$ cat src/rtl/fm_radio_pkg.sv
// Shared constants and types for the FM radio audio path.
package fm_radio_pkg;

   localparam int I2S_SLOT_BITS = 32;     // BCLK cycles per I2S channel slot
   localparam int AUDIO_WIDTH   = 16;     // audio sample width, two's complement
   localparam int AUDIO_FS      = 32000;  // audio sample rate in Hz

   typedef logic signed [AUDIO_WIDTH-1:0] audio_sample_t;

endpackage

$ cat src/rtl/i2s_clkgen.sv
// I2S master timing: divides clk down to BCLK, counts bit positions within a
// two-slot frame, drives LRCLK and exposes the falling-edge / frame strobes
// the serializer shifts on.
module i2s_clkgen
   import fm_radio_pkg::*;
#(
   parameter int CLK_DIV   = 2,
   parameter int SLOT_BITS = I2S_SLOT_BITS,
   localparam int CNT_W    = $clog2(2 * SLOT_BITS),
   localparam int DIV_W    = (CLK_DIV > 1) ? $clog2(CLK_DIV) : 1
) (
   input  logic             clk,
   input  logic             reset_n,
   input  logic             enable,
   output logic             bclk,
   output logic             lrclk,
   output logic             fall_strobe,   // this clk edge takes bclk 1->0
   output logic             frame_start,   // this fall wraps bit_cnt to 0
   output logic [CNT_W-1:0] bit_cnt_next   // bit position after this fall
);

   logic [DIV_W-1:0] div_cnt;
   logic [CNT_W-1:0] bit_cnt;
   logic             div_wrap;

   // Decode the edge events the serializer must act on in the same clk.
   // NOTE: every output of a combinational block gets a default first, so no
   // path leaves a signal unassigned and no latch is inferred.
   always_comb begin
      div_wrap     = (div_cnt == DIV_W'(CLK_DIV - 1));
      fall_strobe  = enable & div_wrap & bclk;
      bit_cnt_next = bit_cnt + CNT_W'(1);
      if (bit_cnt == CNT_W'(2 * SLOT_BITS - 1)) begin
         bit_cnt_next = '0;
      end
      frame_start  = fall_strobe & (bit_cnt_next == '0);
   end

   // Divider, bit clock and frame position; disable parks everything at reset values.
   // NOTE: sequential state uses non-blocking assignments so every flop samples
   // the pre-edge values regardless of statement order.
   always_ff @(posedge clk or negedge reset_n) begin
      if (!reset_n) begin
         div_cnt <= '0;
         bit_cnt <= '0;
         bclk    <= 1'b0;
         lrclk   <= 1'b0;
      end else if (!enable) begin
         div_cnt <= '0;
         bit_cnt <= '0;
         bclk    <= 1'b0;
         lrclk   <= 1'b0;
      end else begin
         if (div_wrap) begin
            div_cnt <= '0;
            bclk    <= ~bclk;
         end else begin
            div_cnt <= div_cnt + DIV_W'(1);
         end
         if (fall_strobe) begin
            bit_cnt <= bit_cnt_next;
            lrclk   <= (bit_cnt_next >= CNT_W'(SLOT_BITS));
         end
      end
   end

endmodule

$ cat src/rtl/i2s_audio_tx.sv
// I2S master transmitter for the mono audio path: accepts one sample per
// frame through valid/ready into a one-entry holding buffer and plays it
// MSB first on both the left and right slots.
module i2s_audio_tx
   import fm_radio_pkg::*;
#(
   parameter int width     = AUDIO_WIDTH,
   parameter int CLK_DIV   = 2,
   parameter int SLOT_BITS = I2S_SLOT_BITS
) (
   input  logic                    clk,
   input  logic                    reset_n,
   input  logic                    enable,
   input  logic signed [width-1:0] in,
   input  logic                    in_valid,
   output logic                    in_ready,
   output logic                    bclk,
   output logic                    lrclk,
   output logic                    sdata,
   output logic                    underrun
);

   localparam int CNT_W = $clog2(2 * SLOT_BITS);
   localparam int IDX_W = (width > 1) ? $clog2(width) : 1;

   logic             fall_strobe;
   logic             frame_start;
   logic [CNT_W-1:0] bit_cnt_next;

   logic             holding_full;
   logic [width-1:0] holding;
   logic [width-1:0] cur;
   logic             sdata_next;
   logic [IDX_W-1:0] idx;
   int               pos;

   i2s_clkgen #(
      .CLK_DIV   (CLK_DIV),
      .SLOT_BITS (SLOT_BITS)
   ) u_clkgen (
      .clk          (clk),
      .reset_n      (reset_n),
      .enable       (enable),
      .bclk         (bclk),
      .lrclk        (lrclk),
      .fall_strobe  (fall_strobe),
      .frame_start  (frame_start),
      .bit_cnt_next (bit_cnt_next)
   );

   assign in_ready = ~holding_full;

   // Pick the data bit for the new slot position: one-bit I2S delay, MSB first,
   // zero padding after the LSB.
   always_comb begin
      pos        = int'(bit_cnt_next) % SLOT_BITS;
      idx        = IDX_W'(width - pos);
      sdata_next = 1'b0;
      if (pos >= 1 && pos <= width) begin
         sdata_next = cur[idx];
      end
   end

   // Holding buffer, current sample, serial data and underrun flag.
   always_ff @(posedge clk or negedge reset_n) begin
      if (!reset_n) begin
         // NOTE: the sample registers are reset too, so a reset drops any
         // buffered sample and the first frame after it plays silence.
         holding_full <= 1'b0;
         holding      <= '0;
         cur          <= '0;
         sdata        <= 1'b0;
         underrun     <= 1'b0;
      end else begin
         underrun <= frame_start & ~holding_full;

         if (!enable) begin
            sdata <= 1'b0;
         end else if (fall_strobe) begin
            sdata <= sdata_next;
         end

         if (frame_start && holding_full) begin
            cur          <= holding;
            holding_full <= 1'b0;
         end else if (in_valid && !holding_full) begin
            holding      <= in;
            holding_full <= 1'b1;
         end
      end
   end

endmodule

$ cat config.mk
export PLATFORM = sky130hd
export DESIGN_NAME = i2s_audio_tx
export DESIGN_NICKNAME = d
export VERILOG_FILES = /design/src/rtl/fm_radio_pkg.sv /design/src/rtl/i2s_clkgen.sv /design/src/rtl/i2s_audio_tx.sv
export SDC_FILE = /design/constraint.sdc
export NUM_CORES = 1
export LEC_CHECK = 0
export ABC_AREA = 0
export CORE_ASPECT_RATIO = 0.6
export CORE_UTILIZATION = 45
export DETAILED_ROUTE_END_ITERATION = 8
export PLACE_DENSITY_LB_ADDON = 0.12
export SYNTH_ARGS = -nofsm -noshare
export SYNTH_HDL_FRONTEND = slang
export SYNTH_SLANG_ARGS = --single-unit
$ cat constraint.sdc
create_clock -name clk -period 3.5 [get_ports clk]
set_input_delay 0.7 -clock clk [delete_from_list [all_inputs] [get_ports clk]]
set_output_delay 0.7 -clock clk [all_outputs]
set_load 0.05 [all_outputs]
==> results.yml <==
cells_and_area:
  finish.instance_area_sq_um: 2530
  utilization: 0.543
  final_layout_size_suffix_gt1_frac: 0.241
  diodes: 0
  instances_no_fill: 258
  syn_to_final_growth_pct: 13.8
  fill_cells: 406
  nets: 217
yosys:
  synth_area_sq_um: 2220
  synth_edf_count: 0
  ys_warn_count: 0
  synth.avg_cell_area_sq_um: 12.7
  async_reset_ff_frac: 1.00
  ys_seq_elements: 44
  synthCells: 175
  ys_seq_area_frac: 0.495
  syn_nets: 198
  ys_types: 42
  ys.flop_type: "dfrtp_1"
global_route:
  grt_pass1_vias: 1344
  grt_max_degree: 45
  track_usage: 0.168
  grt_pass1_wl_um: 6530
  antenna_found_initial: 0
  grt_overflow_total: 0
detailed_routing:
  first_pass_iters: 4
  drc: 0
  finalWirelength_um: 3850
  ant_nets: 0
  vias: 1391
  drt-vias-per-instance: 5.39
  wire_per_inst_um: 14.9
  drtIter0Drc: 47
power_and_ir_drop:
  p_seq_frac: 0.578
  powerDensity_nw_per_um2: 376
  p_sw_frac: 0.244
  ir_drop_mv: 0.229
  leakagePower_nw: 1.20
  total_power_mw: 0.952
  p_int_mw: 0.719
  switchingPower_mw: 0.233
  combPwrFrac: 0.088
  p_clk_frac: 0.334
min_path:
  worstHoldStart: "u_clkgen.div_cnt$_DFF_PN0_"
  hold_class: "flip-flop to flip-flop"
  hold_end: "u_clkgen.div_cnt$_DFF_PN0_"
  min_path_cells: 1
place:
  dp_hpwl_um: 2730
  place_area_sq_um: 2440
  dp_cells: 250
  gp_congestion: 0.831
  place.port_buffers: 24
  place_ws_ns: 0.709
setup_path:
  critical_path_arrival_ns: 2.88
  crit_chain: "ha_1, nand2_1, nor4b_1, o21ai_0, a2111o_1, mux2_2"
  rrSetupSlack_ns: 0.82
  cp-start-kind: "flip-flop"
  rr_worst_depth: 6
  r2r-start: "u_clkgen.bit_cnt[0]$_DFFE_PN0P_"
  cp-end-kind: "flip-flop"
  slowest_delay_ns: 0.71
  r2r_end: "cur[2]$_DFFE_PN0P_"
  cp_slowest_cell: "a2111o_1"
  worst-path-max-fanout: 17
  crit_required_ns: 3.69
  crit_type: "flip-flop to flip-flop"
timing:
  setup_viol: 0
  fin_skew_ns: 0.00590
  fin_hold_ws_ns: 0.495
  finalCritPeriodShare: 0.766
  hold_violations: 0
  timing.fmax_ghz: 0.373
  finalWorstSetupSlack_ns: 0.818
  slew_violations: 0
  relSlewSlack: 0.367
  period_needed_ns: 2.68
  worst_pin_slew_ns: 0.949
  rsz0062_at_grt: "no"
  fin_tns_setup_ns: 0
cts:
  cts_setup_buffers: 0
  clockBufferDepth: 2
  cts_buffers: 5
  hold_buffers: 0
  clk_pin_slew_ns: 0.09
  clock_latency_ns: 0.30
  cts_resized: 0
  htreeDepth: 2
  clock-sinks: 44
  cts_root_buffer: "clkbuf_8"
  cts_tree: "yes"
run:
  cap_violations: 0
die:
  core-area_sq_um: 4660
  die_h_um: 56.4
  rows: 19
  die_w_um: 92.7
  design.die.area_sq_um: 5230
  initial_utilization: 0.477
  io_pins: 25
run_status:
  status: "finished clean"
[power by group through the flow]
| stage | Clock [mW] | Combinational (mW) | Sequential, mW |
|---|---|---|---|
| 6_report | 0.318 | 0.0834 | 0.551 |
| 4_1_cts | 0.328 | 0.0852 | 0.551 |
| 2_1_floorplan | 0 | 0.0379 | 0.562 |
| 5_1_grt | 0.350 | 0.0924 | 0.554 |
| 3_5_place_dp | 0 | 0.0846 | 0.561 |
| 3_3_place_gp | 0 | 0.0822 | 0.560 |
[critical path: cells and delay by family, from the launching register on]
kind	cells	cell delay, ns
AOI/OAI and AO/OA	2	0.93
adders and majority gates	1	0.42
DFF	1	0.50
muxes	1	0.41
and+or+nand+nor	2	0.30
[flip-flops by register name, indices dropped and copies added, names as in the netlist]
| name | flops |
|---|---|
| cur | 16 |
| holding | 16 |
| holding_full | 1 |
| sdata | 1 |
| u_clkgen.bclk | 1 |
| u_clkgen.bit_cnt | 6 |
| u_clkgen.div_cnt | 1 |
| u_clkgen.lrclk | 1 |
| underrun | 1 |
[metal layers]
metal  global-route usage  wire, um  part of all wire  up-vias
met5                    0         0                 0        -
met4               0.0703        46             0.012        0
met3               0.0488       216             0.056        5
met2                0.233      1620              0.42       36
met1                0.244      1970              0.51      687
li1                     -         -                 -      663
[placed cells by master (no fill, tap or decap), drive strengths merged, types with 2 or more instances in the layout]
cell            n
xnor2           3
nand2           9
xor2            2
nor2b           3
dfrtp          44
ha              3
or3             2
inv             4
mux2i          15
nor2            5
a21oi           3
clkbuf          5
nand3           3
nor3            2
a21boi          3
a31oi           2
buf             2
and2            4
o21ai           6
clkdlybuf4s50  23
mux2           32
clkinv          3
[area by class of cell]
class	count	area (sq um)	share of cell area
clock buffer	5	68.8	0.0272
clock inverter	3	18.8	0.00741
inverter	4	15.0	0.00593
multi-input combinational	114	1010	0.397
sequential	44	1100	0.435
tap	63	78.8	0.0311
timing repair buffer	25	243	0.0959
[logic make-up (layout without fill, tap and decap cells)]
logic type | Yosys count | count (layout) | synth area share
muxes | 47 | 47 | 0.245
and+or+nand+nor | 34 | 34 | 0.0838
xor gates and xnor gates | 6 | 6 | 0.0315
DFF | 44 | 44 | 0.495
buffers and inverters | 17 | 37 | 0.0523
adders and majority gates | 3 | 3 | 0.0169
AOI/OAI and AO/OA | 24 | 24 | 0.0754
[Yosys cell counts, types with 2 or more instances]
cell type,n,area [sq um]
a21boi_0,3,22.5
a21oi_1,3,15.0
a31oi_1,2,12.5
and2_1,4,25.0
buf_2,2,10.0
buf_6,3,33.8
clkbuf_1,5,18.8
dfrtp_1,44,1100
ha_1,3,37.5
inv_1,4,15.0
mux2_2,23,259
mux2_4,9,135
mux2i_1,15,150
nand2_1,9,33.8
nand3_1,3,15.0
nor2_1,5,18.8
nor2b_1,3,18.8
nor3_1,2,10.0
o21ai_0,6,30.0
or3_1,2,12.5
xnor2_1,3,26.3
xor2_1,2,17.5
[how the worst max path moves through the flow]
stage	startpoint	to	slack [ns]	cells after the start
after floorplan	u_clkgen.bit_cnt[2]$_DFFE_PN0P_	cur[0]$_DFFE_PN0P_	1.20	8
after global placement	enable	cur[0]$_DFFE_PN0P_	0.75	4
after detailed placement	enable	cur[0]$_DFFE_PN0P_	0.71	4
after CTS	u_clkgen.bit_cnt[0]$_DFFE_PN0P_	cur[2]$_DFFE_PN0P_	0.84	6
after global routing	u_clkgen.bit_cnt[0]$_DFFE_PN0P_	cur[2]$_DFFE_PN0P_	0.57	6
final	u_clkgen.bit_cnt[0]$_DFFE_PN0P_	cur[2]$_DFFE_PN0P_	0.82	6
(Power assumes the default switching activity.)
